[config.mk]
export PLATFORM = sky130hd
export DESIGN_NAME = intr_claim_arb
export DESIGN_NICKNAME = d
export VERILOG_FILES = /design/src/rtl/intr_claim_arb_pkg.sv /design/src/rtl/intr_gateway.sv /design/src/rtl/intr_claim_arb.sv
export SDC_FILE = /design/constraint.sdc
export NUM_CORES = 1
export LEC_CHECK = 0
export CAP_MARGIN = 20
export CORE_ASPECT_RATIO = 2
export CORE_MARGIN = 2
export CORE_UTILIZATION = 42
export CTS_CLUSTER_DIAMETER = 30
export DETAILED_ROUTE_END_ITERATION = 10
export PLACE_DENSITY = 0.74
export SLEW_MARGIN = 20
export SYNTH_ARGS = -nofsm -noshare
export SYNTH_HDL_FRONTEND = slang
export SYNTH_SLANG_ARGS = --single-unit
[constraint.sdc]
create_clock -name clk_i -period 17.8 [get_ports clk_i]
set_input_delay 3.56 -clock clk_i [delete_from_list [all_inputs] [get_ports clk_i]]
set_output_delay 3.56 -clock clk_i [all_outputs]
set_load 0.01 [all_outputs]
[src/rtl/intr_claim_arb_pkg.sv]
// Shared types and helpers for the interrupt claim arbiter: gateway state
// encoding, the "no interrupt" ID and per-source priority extraction.
package intr_claim_arb_pkg;

  typedef enum logic [1:0] {
    IDLE       = 2'd0,
    PENDING    = 2'd1,
    IN_SERVICE = 2'd2
  } gw_state_e;

  localparam int unsigned IdNone = 0;

  // Upper bounds for the packed priority vector accepted by prio_at().
  localparam int unsigned MaxSrc   = 64;
  localparam int unsigned MaxPrioW = 8;
  localparam int unsigned PrioVecW = MaxSrc * MaxPrioW;

  // Returns the w-bit priority field of source idx from a packed vector.
  function automatic logic [MaxPrioW-1:0] prio_at(input logic [PrioVecW-1:0] vec,
                                                  input int unsigned         idx,
                                                  input int unsigned         w);
    logic [MaxPrioW-1:0] mask;
    mask = MaxPrioW'((1 << w) - 1);
    return MaxPrioW'(vec >> (idx * w)) & mask;
  endfunction

endpackage

[src/rtl/intr_gateway.sv]
// Per-source interrupt gateway: latches a level request until it is claimed,
// then holds it in service until the matching complete arrives.
module intr_gateway
  import intr_claim_arb_pkg::*;
(
  input  logic      clk_i,
  input  logic      rst_ni,
  input  logic      intr_i,
  input  logic      claim_hit_i,
  input  logic      complete_hit_i,
  output gw_state_e state_o
);

  gw_state_e state_q, state_d;

  // NOTE: state registers use non-blocking assignments so every flop samples
  // the pre-edge values of its neighbours, independent of process order.
  always_ff @(posedge clk_i or negedge rst_ni) begin
    if (!rst_ni) state_q <= IDLE;
    else         state_q <= state_d;
  end

  // NOTE: state_d is defaulted first so no path through the case leaves it
  // unassigned, which would otherwise infer a latch.
  always_comb begin
    state_d = state_q;
    unique case (state_q)
      IDLE:       if (intr_i)         state_d = PENDING;
      PENDING:    if (claim_hit_i)    state_d = IN_SERVICE;
      IN_SERVICE: if (complete_hit_i) state_d = IDLE;
      default:                        state_d = IDLE;
    endcase
  end

  assign state_o = state_q;

endmodule

[src/rtl/intr_claim_arb.sv]
// Interrupt target controller: NumSrc gateways, priority/threshold arbitration
// with round-robin tie-breaking, and a claim/complete retirement handshake.
module intr_claim_arb
  import intr_claim_arb_pkg::*;
#(
  parameter int unsigned NumSrc = 8,
  parameter int unsigned PrioW  = 2,
  parameter int unsigned IdW    = $clog2(NumSrc + 1)
) (
  input  logic                    clk_i,
  input  logic                    rst_ni,
  input  logic [NumSrc-1:0]       intr_i,
  input  logic [NumSrc*PrioW-1:0] prio_i,
  input  logic [PrioW-1:0]        threshold_i,
  input  logic                    claim_i,
  input  logic                    complete_i,
  input  logic [IdW-1:0]          complete_id_i,
  output logic                    irq_o,
  output logic [IdW-1:0]          irq_id_o,
  output logic [NumSrc-1:0]       ip_o,
  output logic                    err_o
);

  localparam int unsigned SelW = (NumSrc > 1) ? $clog2(NumSrc) : 1;

  gw_state_e         gw_state [NumSrc];
  logic [PrioW-1:0]  prio     [NumSrc];
  logic [PrioVecW-1:0] prio_ext;

  logic [NumSrc-1:0] pending, eligible, claim_hit, complete_hit;
  logic              claim_valid, complete_err;
  logic [IdW-1:0]    irq_id_q, irq_id_d, rr_ptr_q, rr_ptr_d;
  logic              irq_q, irq_d, err_q, err_d;

  logic [PrioW-1:0]  best_prio;
  int unsigned       pos;
  logic [SelW-1:0]   sel;

  assign prio_ext = PrioVecW'(prio_i);

  for (genvar k = 0; k < NumSrc; k++) begin : g_src
    assign prio[k] = PrioW'(prio_at(prio_ext, k, PrioW));

    intr_gateway u_gw (
      .clk_i          (clk_i),
      .rst_ni         (rst_ni),
      .intr_i         (intr_i[k]),
      .claim_hit_i    (claim_hit[k]),
      .complete_hit_i (complete_hit[k]),
      .state_o        (gw_state[k])
    );
  end

  // Claim acts on the registered winner; a claimed source is masked from the
  // same-cycle arbitration so it can never reappear on irq_id_o.
  always_comb begin
    claim_valid = claim_i && (irq_id_q != IdW'(IdNone));
    for (int unsigned k = 0; k < NumSrc; k++) begin
      pending[k]      = (gw_state[k] == PENDING);
      claim_hit[k]    = claim_valid && (irq_id_q == IdW'(k + 1));
      complete_hit[k] = complete_i && (complete_id_i == IdW'(k + 1)) &&
                        (gw_state[k] == IN_SERVICE);
      eligible[k]     = pending[k] && (prio[k] > threshold_i) && !claim_hit[k];
    end
    complete_err = complete_i && (complete_hit == '0);
    err_d        = err_q | complete_err;
    rr_ptr_d     = claim_valid ? irq_id_q : rr_ptr_q;
  end

  // Scan in round-robin order starting just above rr_ptr_d; a strictly higher
  // priority replaces the current best, so the first of equals wins the tie.
  always_comb begin
    irq_id_d  = '0;
    irq_d     = 1'b0;
    best_prio = '0;
    pos       = 0;
    sel       = '0;
    for (int unsigned off = 0; off < NumSrc; off++) begin
      pos = 32'(rr_ptr_d) + off;
      if (pos >= NumSrc) pos = pos - NumSrc;
      sel = SelW'(pos);
      if (eligible[sel] && (!irq_d || (prio[sel] > best_prio))) begin
        irq_d     = 1'b1;
        best_prio = prio[sel];
        irq_id_d  = IdW'(pos + 1);
      end
    end
  end

  always_ff @(posedge clk_i or negedge rst_ni) begin
    if (!rst_ni) begin
      irq_id_q <= '0;
      irq_q    <= 1'b0;
      rr_ptr_q <= '0;
      err_q    <= 1'b0;
    end else begin
      irq_id_q <= irq_id_d;
      irq_q    <= irq_d;
      rr_ptr_q <= rr_ptr_d;
      err_q    <= err_d;
    end
  end

  assign irq_o    = irq_q;
  assign irq_id_o = irq_id_q;
  assign ip_o     = pending;
  assign err_o    = err_q;

endmodule

==> results of run 1 <==
kinds of logic after synthesis:
family                   after synthesis
AND/OR/NAND/NOR                      202
AO/OA/AOI/OAI                        154
buffers and inverters                 61
multiplexers                          57
adder cells (fa/ha/maj)               43
flip-flops                            26
XOR/XNOR                              16
sequential cells by signal (all words and copies together) (netlist names), named ones only:
name / count
rr_ptr_q: 4
irq_o: 1
g_src.u_gw.state_o: 16
err_o: 1
irq_id_o: 3
through the flow:
stage                     instance area (um^2)  cells  hold slack (ns)
after detailed placement                  4893    720           0.4491
final                                     4999    724           0.4591
after global routing                      4999    724           0.4804
after CTS                                 4999    724           0.4587
after floorplan                           4344    559           0.4192
after global placement                    4893    720           0.4367
worst max-delay path by stage:
stage / from / endpoint / slack, ns / cells after the start
after global placement: claim_i / irq_id_o[0]$_DFF_PN0_ / 2.13 / 54
after floorplan: claim_i / irq_id_o[0]$_DFF_PN0_ / 3.16 / 56
final: claim_i / irq_id_o[0]$_DFF_PN0_ / 1.85 / 53
after detailed placement: claim_i / irq_id_o[0]$_DFF_PN0_ / 1.74 / 53
after CTS: claim_i / irq_id_o[0]$_DFF_PN0_ / 1.99 / 53
after global routing: claim_i / irq_id_o[0]$_DFF_PN0_ / 0.77 / 53
layer usage:
metal | vias to the layer above | routed length [um] | global-route usage [%]
met5 | - | 0 | 0
met4 | 0 | 1702 | 26.00
met3 | 87 | 739 | 3.053
met2 | 216 | 7845 | 50.40
met1 | 2171 | 4664 | 24.26
li1 | 2141 | - | -
cell type report:
class	instances	area, um^2	share of cell area [%]
clock inverter	1	30.03	0.6008
sequential	26	650.6	13.02
tap	135	168.9	3.379
timing repair buffer	56	538.0	10.76
inverter	31	116.4	2.328
multi-input combinational	472	3420	68.41
clock buffer	3	75.07	1.502
critical path: cells and delay by family:
family / cells / cell delay [ns]
muxes: 3 / 1.02
AOI/OAI and AO/OA: 28 / 5.61
and+or+nand+nor: 7 / 1.06
buffers and inverters: 6 / 1.85
xor gates and xnor gates: 1 / 0.44
adders and majority gates: 8 / 2.55
Yosys cell counts, drive strengths merged (4+ instances only):
library cell  number  share of area [%]
a211o              4               0.81
a211oi            14                2.4
a21oi             33                3.8
a221oi             5                1.0
a22o               5                1.0
a31oi             11                1.6
and2               6               0.86
and3               6               0.86
buf               22                3.1
clkbuf             8               0.69
dfrtp             26                 15
ha                43                 12
inv               30                2.6
mux2               7                1.9
mux2i             46                 11
mux4               4                2.1
nand2             62                5.4
nand3             12                1.4
nor2              44                3.9
nor2b             25                3.6
nor3              14                1.6
nor4              10                1.4
o211ai            15                2.6
o21ai             27                3.4
o31ai              5               0.86
or2                6               0.86
xnor2             11                2.2
xor2               5                1.0
==> impl_metrics.csv, run 1 <==
group,metric,value,unit
critical_path,crit_path_max_incr_delay,0.69,ns
grt,grt_first_pass_wirelength,23830,um
die,die_width,75.92,um
clock_tree,cts_max_level,1,
critical_path,worst_r2r_startpoint,"irq_id_o[0]$_DFF_PN0_",
placed_design,hpwl,12240,um
placed_design,detailedPlace.worstSlack,1.742,ns
die,die-area,11220,um^2
die,chipHeight,147.8,um
critical_path,rr_worst_depth,52,
synthesis,ys_seq_area_share,14.98,%
critical_path,r2r-end,"irq_id_o[0]$_DFF_PN0_",
grt,initial_antenna_violation_count,0,
route,detail_route.wirelength,14950,um
critical_path,crit_top_cell,"sky130_fd_sc_hd__ha_1",
sta,worst-slew-pin-transition,0.9548,ns
synthesis,yosys_register_bits,26,
sta,setup_ws,1.849,ns
synthesis,postSynthAreaPerCell,7.771,um^2
sta,period_needed,15.95,ns
critical_path,slowest_stage,"sky130_fd_sc_hd__clkdlybuf4s50_1",
placed_design,io_buffer_count,47,
sta,setup_viol,0,
min_path,worst_hold_startpoint,"g_src[4].u_gw.state_o[1]$_DFFE_PN0P_",
critical_path,crit_type,"in2reg",
run_status,run_status,"finished clean",
critical_path,worst_setup_path_start_kind,"input pin",
die,io_pins,48,
final_layout,drive_above_1_share,7.131,%
clock_tree,clk_root_buffer_cell,"sky130_fd_sc_hd__clkbuf_16",
sta,rsz_0062_raised_after_global_routing,"no",
clock_tree,cts_setup_buffers,0,
clock_tree,ctsHoldBuffers,0,
final_layout,mostFrequentLayoutCell,"sky130_fd_sc_hd__nand2_1",
die,coreArea,10080,um^2
sta,setup-tns-final,0,ns
clock_tree,cts_buffers,3,
final_layout,post-route-util,49.57,%
route,postRouteAntennaNets,0,
critical_path,timing.reg2reg.setup_slack,5.24,ns
synthesis,synthXorXnorAreaFrac,3.226,%
clock_tree,clkTransAtPathRegs,0.07,ns
final_layout,area.growth.synth_to_final,15.06,%
grt,grt_pass1_vias,4635,
route,drt_first_iter_violations,311,
clock_tree,clk_latency,0.27,ns
synthesis,synth_flop_cell,"sky130_fd_sc_hd__dfrtp_1",
synthesis,combinational_family_with_the_most_area_after_synthesis,"compound AO/OA/AOI/OAI gates",
critical_path,arrival,16.11,ns
synthesis,syn_nets,636,
sta,timing.final.crit_share,89.61,%
clock_tree,clk_path_buf_depth,2,
synthesis,asyncSetResetFlopFracSynth,100.0,%
grt,pin_count_of_the_biggest_net_entering_global_routing,38,
synthesis,yosys.cell_types.count,75,
grt,global_route.overflow_total,0,
synthesis,synthesis.yosys.warnings,0,
synthesis,synth_compound_area_share,25.63,%
route,drc_errors,0,
die,num_rows,52,
min_path,holdCritPathClass,"reg2reg",
final_layout,nets,667,
min_path,worst_hold_path.endpoint,"g_src[4].u_gw.state_o[0]$_DFFE_PN0P_",
min_path,hold_depth,1,
placed_design,gp_congestion,0.9894,
clock_tree,tritoncts,"done",
route,routedWlPerCell,20.65,um
final_layout,fill_cells,992,
synthesis,synth-simple-area-share,22.78,%
grt,track_usage,26.87,%
sta,hold_violations_final,0,
final_layout,most_used_cells_in_the_layout_excluding_fill_and_tap_cells,"sky130_fd_sc_hd__nand2_1 (62), sky130_fd_sc_hd__clkdlybuf4s50_1 (47), sky130_fd_sc_hd__mux2i_1 (46)",
route,detailroute.via_count,4615,
job,timing.max_cap.violations,0,
sta,timing.final.max_slew_violations,0,
clock_tree,clkSinkCount,26,
clock_tree,cts_resized,0,
sta,maxSlewHeadroom,36.35,%
synthesis,post_synth_adder_cell_area,12.38,%
sta,fin_skew,0.008503,ns
critical_path,peak_fanout_along_the_critical_path,37,
synthesis,synthesis.area,4344,um^2
synthesis,synth-edff-count,0,
synthesis,synth_mux_area_share,14.57,%
die,floorplan.initialDensity,43.08,%
sta,timing.fmax,0.06269,GHz
route,vias_per_std_cell,6.374,
critical_path,worst_ep_required_time,17.96,ns
synthesis,postSynthCellCount,559,
final_layout,antennaDiodeCount,0,
critical_path,cp-end-kind,"register",
route,dr.pass1.iters,6,
Power of run 1 is left out: the tool's default activity adds up to more than one toggle a clock period on the data nets, which glitch-free logic cannot reach.
==> run 2, diff against run 1 <==
Settings changed: ABC_CLOCK_PERIOD_IN_PS set to 17800.
==> results of run 2 <==
Final layout, timing and power as in run 1 (identical DEF).
Power of run 2 is left out for the same reason.
==> run 3, diff against run 2 <==
Settings changed: CORE_UTILIZATION 42 to 63, PLACE_DENSITY 0.74 to 0.95.
==> impl_metrics.csv, run 3 (synthesis gave the netlist of run 1 again) <==
group,metric,value,unit
final_layout,post-route-util,74.49,%
clock_tree,clkSinkCount,26,
critical_path,worst_r2r_startpoint,"irq_id_o[1]$_DFF_PN0_",
critical_path,crit_top_cell,"sky130_fd_sc_hd__ha_1",
die,num_rows,42,
min_path,holdCritPathClass,"reg2reg",
critical_path,rr_worst_depth,52,
placed_design,io_buffer_count,47,
final_layout,area.growth.synth_to_final,13.54,%
route,postRouteAntennaNets,0,
sta,setup_ws,1.578,ns
sta,maxSlewHeadroom,35.78,%
critical_path,worst_ep_required_time,17.96,ns
die,chipHeight,121.4,um
sta,setup-tns-final,0,ns
placed_design,detailedPlace.worstSlack,1.633,ns
critical_path,worst-path-buf-inv,6,
sta,worst-slew-pin-transition,0.9633,ns
final_layout,nets,666,
critical_path,worst_setup_path_start_kind,"input pin",
clock_tree,clk_path_buf_depth,2,
die,die-area,7616,um^2
critical_path,cp-end-kind,"register",
grt,track_usage,41.11,%
sta,setup_viol,0,
grt,pin_count_of_the_biggest_net_entering_global_routing,38,
clock_tree,cts_buffers,3,
die,io_pins,48,
route,dr.pass1.iters,5,
min_path,worst_hold_path.endpoint,"g_src[6].u_gw.state_o[0]$_DFFE_PN0P_",
critical_path,timing.reg2reg.setup_slack,5.00,ns
clock_tree,clkTransAtPathRegs,0.07,ns
critical_path,slowest_stage,"sky130_fd_sc_hd__clkdlybuf4s50_1",
final_layout,fill_cells,496,
min_path,hold_depth,1,
final_layout,largest_register_ffs,16,
die,die_width,62.72,um
clock_tree,clk_latency,0.27,ns
route,detail_route.wirelength,15390,um
job,timing.max_cap.violations,0,
sta,timing.final.max_slew_violations,0,
critical_path,crit_type,"in2reg",
sta,hold_violations_final,0,
critical_path,arrival,16.38,ns
clock_tree,clk_root_buffer_cell,"sky130_fd_sc_hd__clkbuf_16",
die,floorplan.initialDensity,65.61,%
grt,grt_pass1_vias,4945,
critical_path,cp_top_family,"compound AO/OA/AOI/OAI gates",
final_layout,mostFrequentLayoutCell,"sky130_fd_sc_hd__nand2_1",
route,vias_per_std_cell,7.121,
final_layout,most_used_cells_in_the_layout_excluding_fill_and_tap_cells,"sky130_fd_sc_hd__nand2_1 (62), sky130_fd_sc_hd__clkdlybuf4s50_1 (47), sky130_fd_sc_hd__mux2i_1 (46)",
grt,initial_antenna_violation_count,0,
grt,global_route.overflow_total,0,
grt,grt_first_pass_wirelength,24350,um
placed_design,hpwl,12220,um
clock_tree,cts_max_level,1,
final_layout,antennaDiodeCount,0,
clock_tree,cts_setup_buffers,0,
sta,fin_skew,0.005520,ns
route,drt_first_iter_violations,381,
clock_tree,ctsHoldBuffers,0,
route,drc_errors,0,
clock_tree,cts_resized,0,
placed_design,gp_congestion,1.030,
sta,timing.fmax,0.06164,GHz
run_status,run_status,"finished clean",
min_path,worst_hold_startpoint,"g_src[6].u_gw.state_o[1]$_DFFE_PN0P_",
sta,period_needed,16.22,ns
route,routedWlPerCell,22.77,um
route,detailroute.via_count,4814,
die,coreArea,6621,um^2
critical_path,crit_path_max_incr_delay,0.68,ns
sta,rsz_0062_raised_after_global_routing,"no",
clock_tree,tritoncts,"done",
final_layout,drive_above_1_share,6.973,%
critical_path,r2r-end,"irq_id_o[0]$_DFF_PN0_",
critical_path,peak_fanout_along_the_critical_path,21,
sta,timing.final.crit_share,91.14,%
==> run 3: cell type report <==
| cell class | instances | area, um^2 | share of cell area [%] |
|---|---|---|---|
| repair buffers | 55 | 530.5 | 10.76 |
| inverters | 31 | 116.4 | 2.359 |
| flip-flops and latches | 26 | 650.6 | 13.19 |
| well taps | 88 | 110.1 | 2.232 |
| clock buffers | 3 | 75.07 | 1.522 |
| clock inverters | 1 | 30.03 | 0.6088 |
| multi-input cells | 472 | 3420 | 69.33 |
==> run 3: worst max-delay path by stage <==
stage | to | start | cells past startpoint | slack, ns
floorplan | irq_id_o[0]$_DFF_PN0_ | claim_i | 56 | 3.16
global placement | irq_id_o[0]$_DFF_PN0_ | claim_i | 55 | 2.00
detailed placement | irq_id_o[0]$_DFF_PN0_ | claim_i | 53 | 1.63
CTS | irq_id_o[0]$_DFF_PN0_ | claim_i | 53 | 1.82
global route | irq_id_o[0]$_DFF_PN0_ | claim_i | 55 | 0.71
finish | irq_id_o[0]$_DFF_PN0_ | claim_i | 53 | 1.58
==> run 3: layer usage <==
| metal | vias to the layer above | GRT usage (%) | part of all wire, % | wire length [um] |
|---|---|---|---|---|
| li1 | 2138 | - | - | - |
| met1 | 2238 | 37.32 | 32 | 4872 |
| met2 | 313 | 73.92 | 50 | 7723 |
| met3 | 125 | 6.308 | 6.2 | 956 |
| met4 | 0 | 42.22 | 12 | 1840 |
| met5 | - | 0 | 0 | 0 |
==> run 3: stage by stage <==
stage	instances	instance area, um^2	hold slack, ns
5_1_grt	676	4932	0.4859
6_report	676	4932	0.4740
4_1_cts	676	4932	0.4684
3_3_place_gp	672	4827	0.4312
2_1_floorplan	559	4344	0.4192
3_5_place_dp	672	4827	0.4543
Power of run 3 is left out for the same reason.
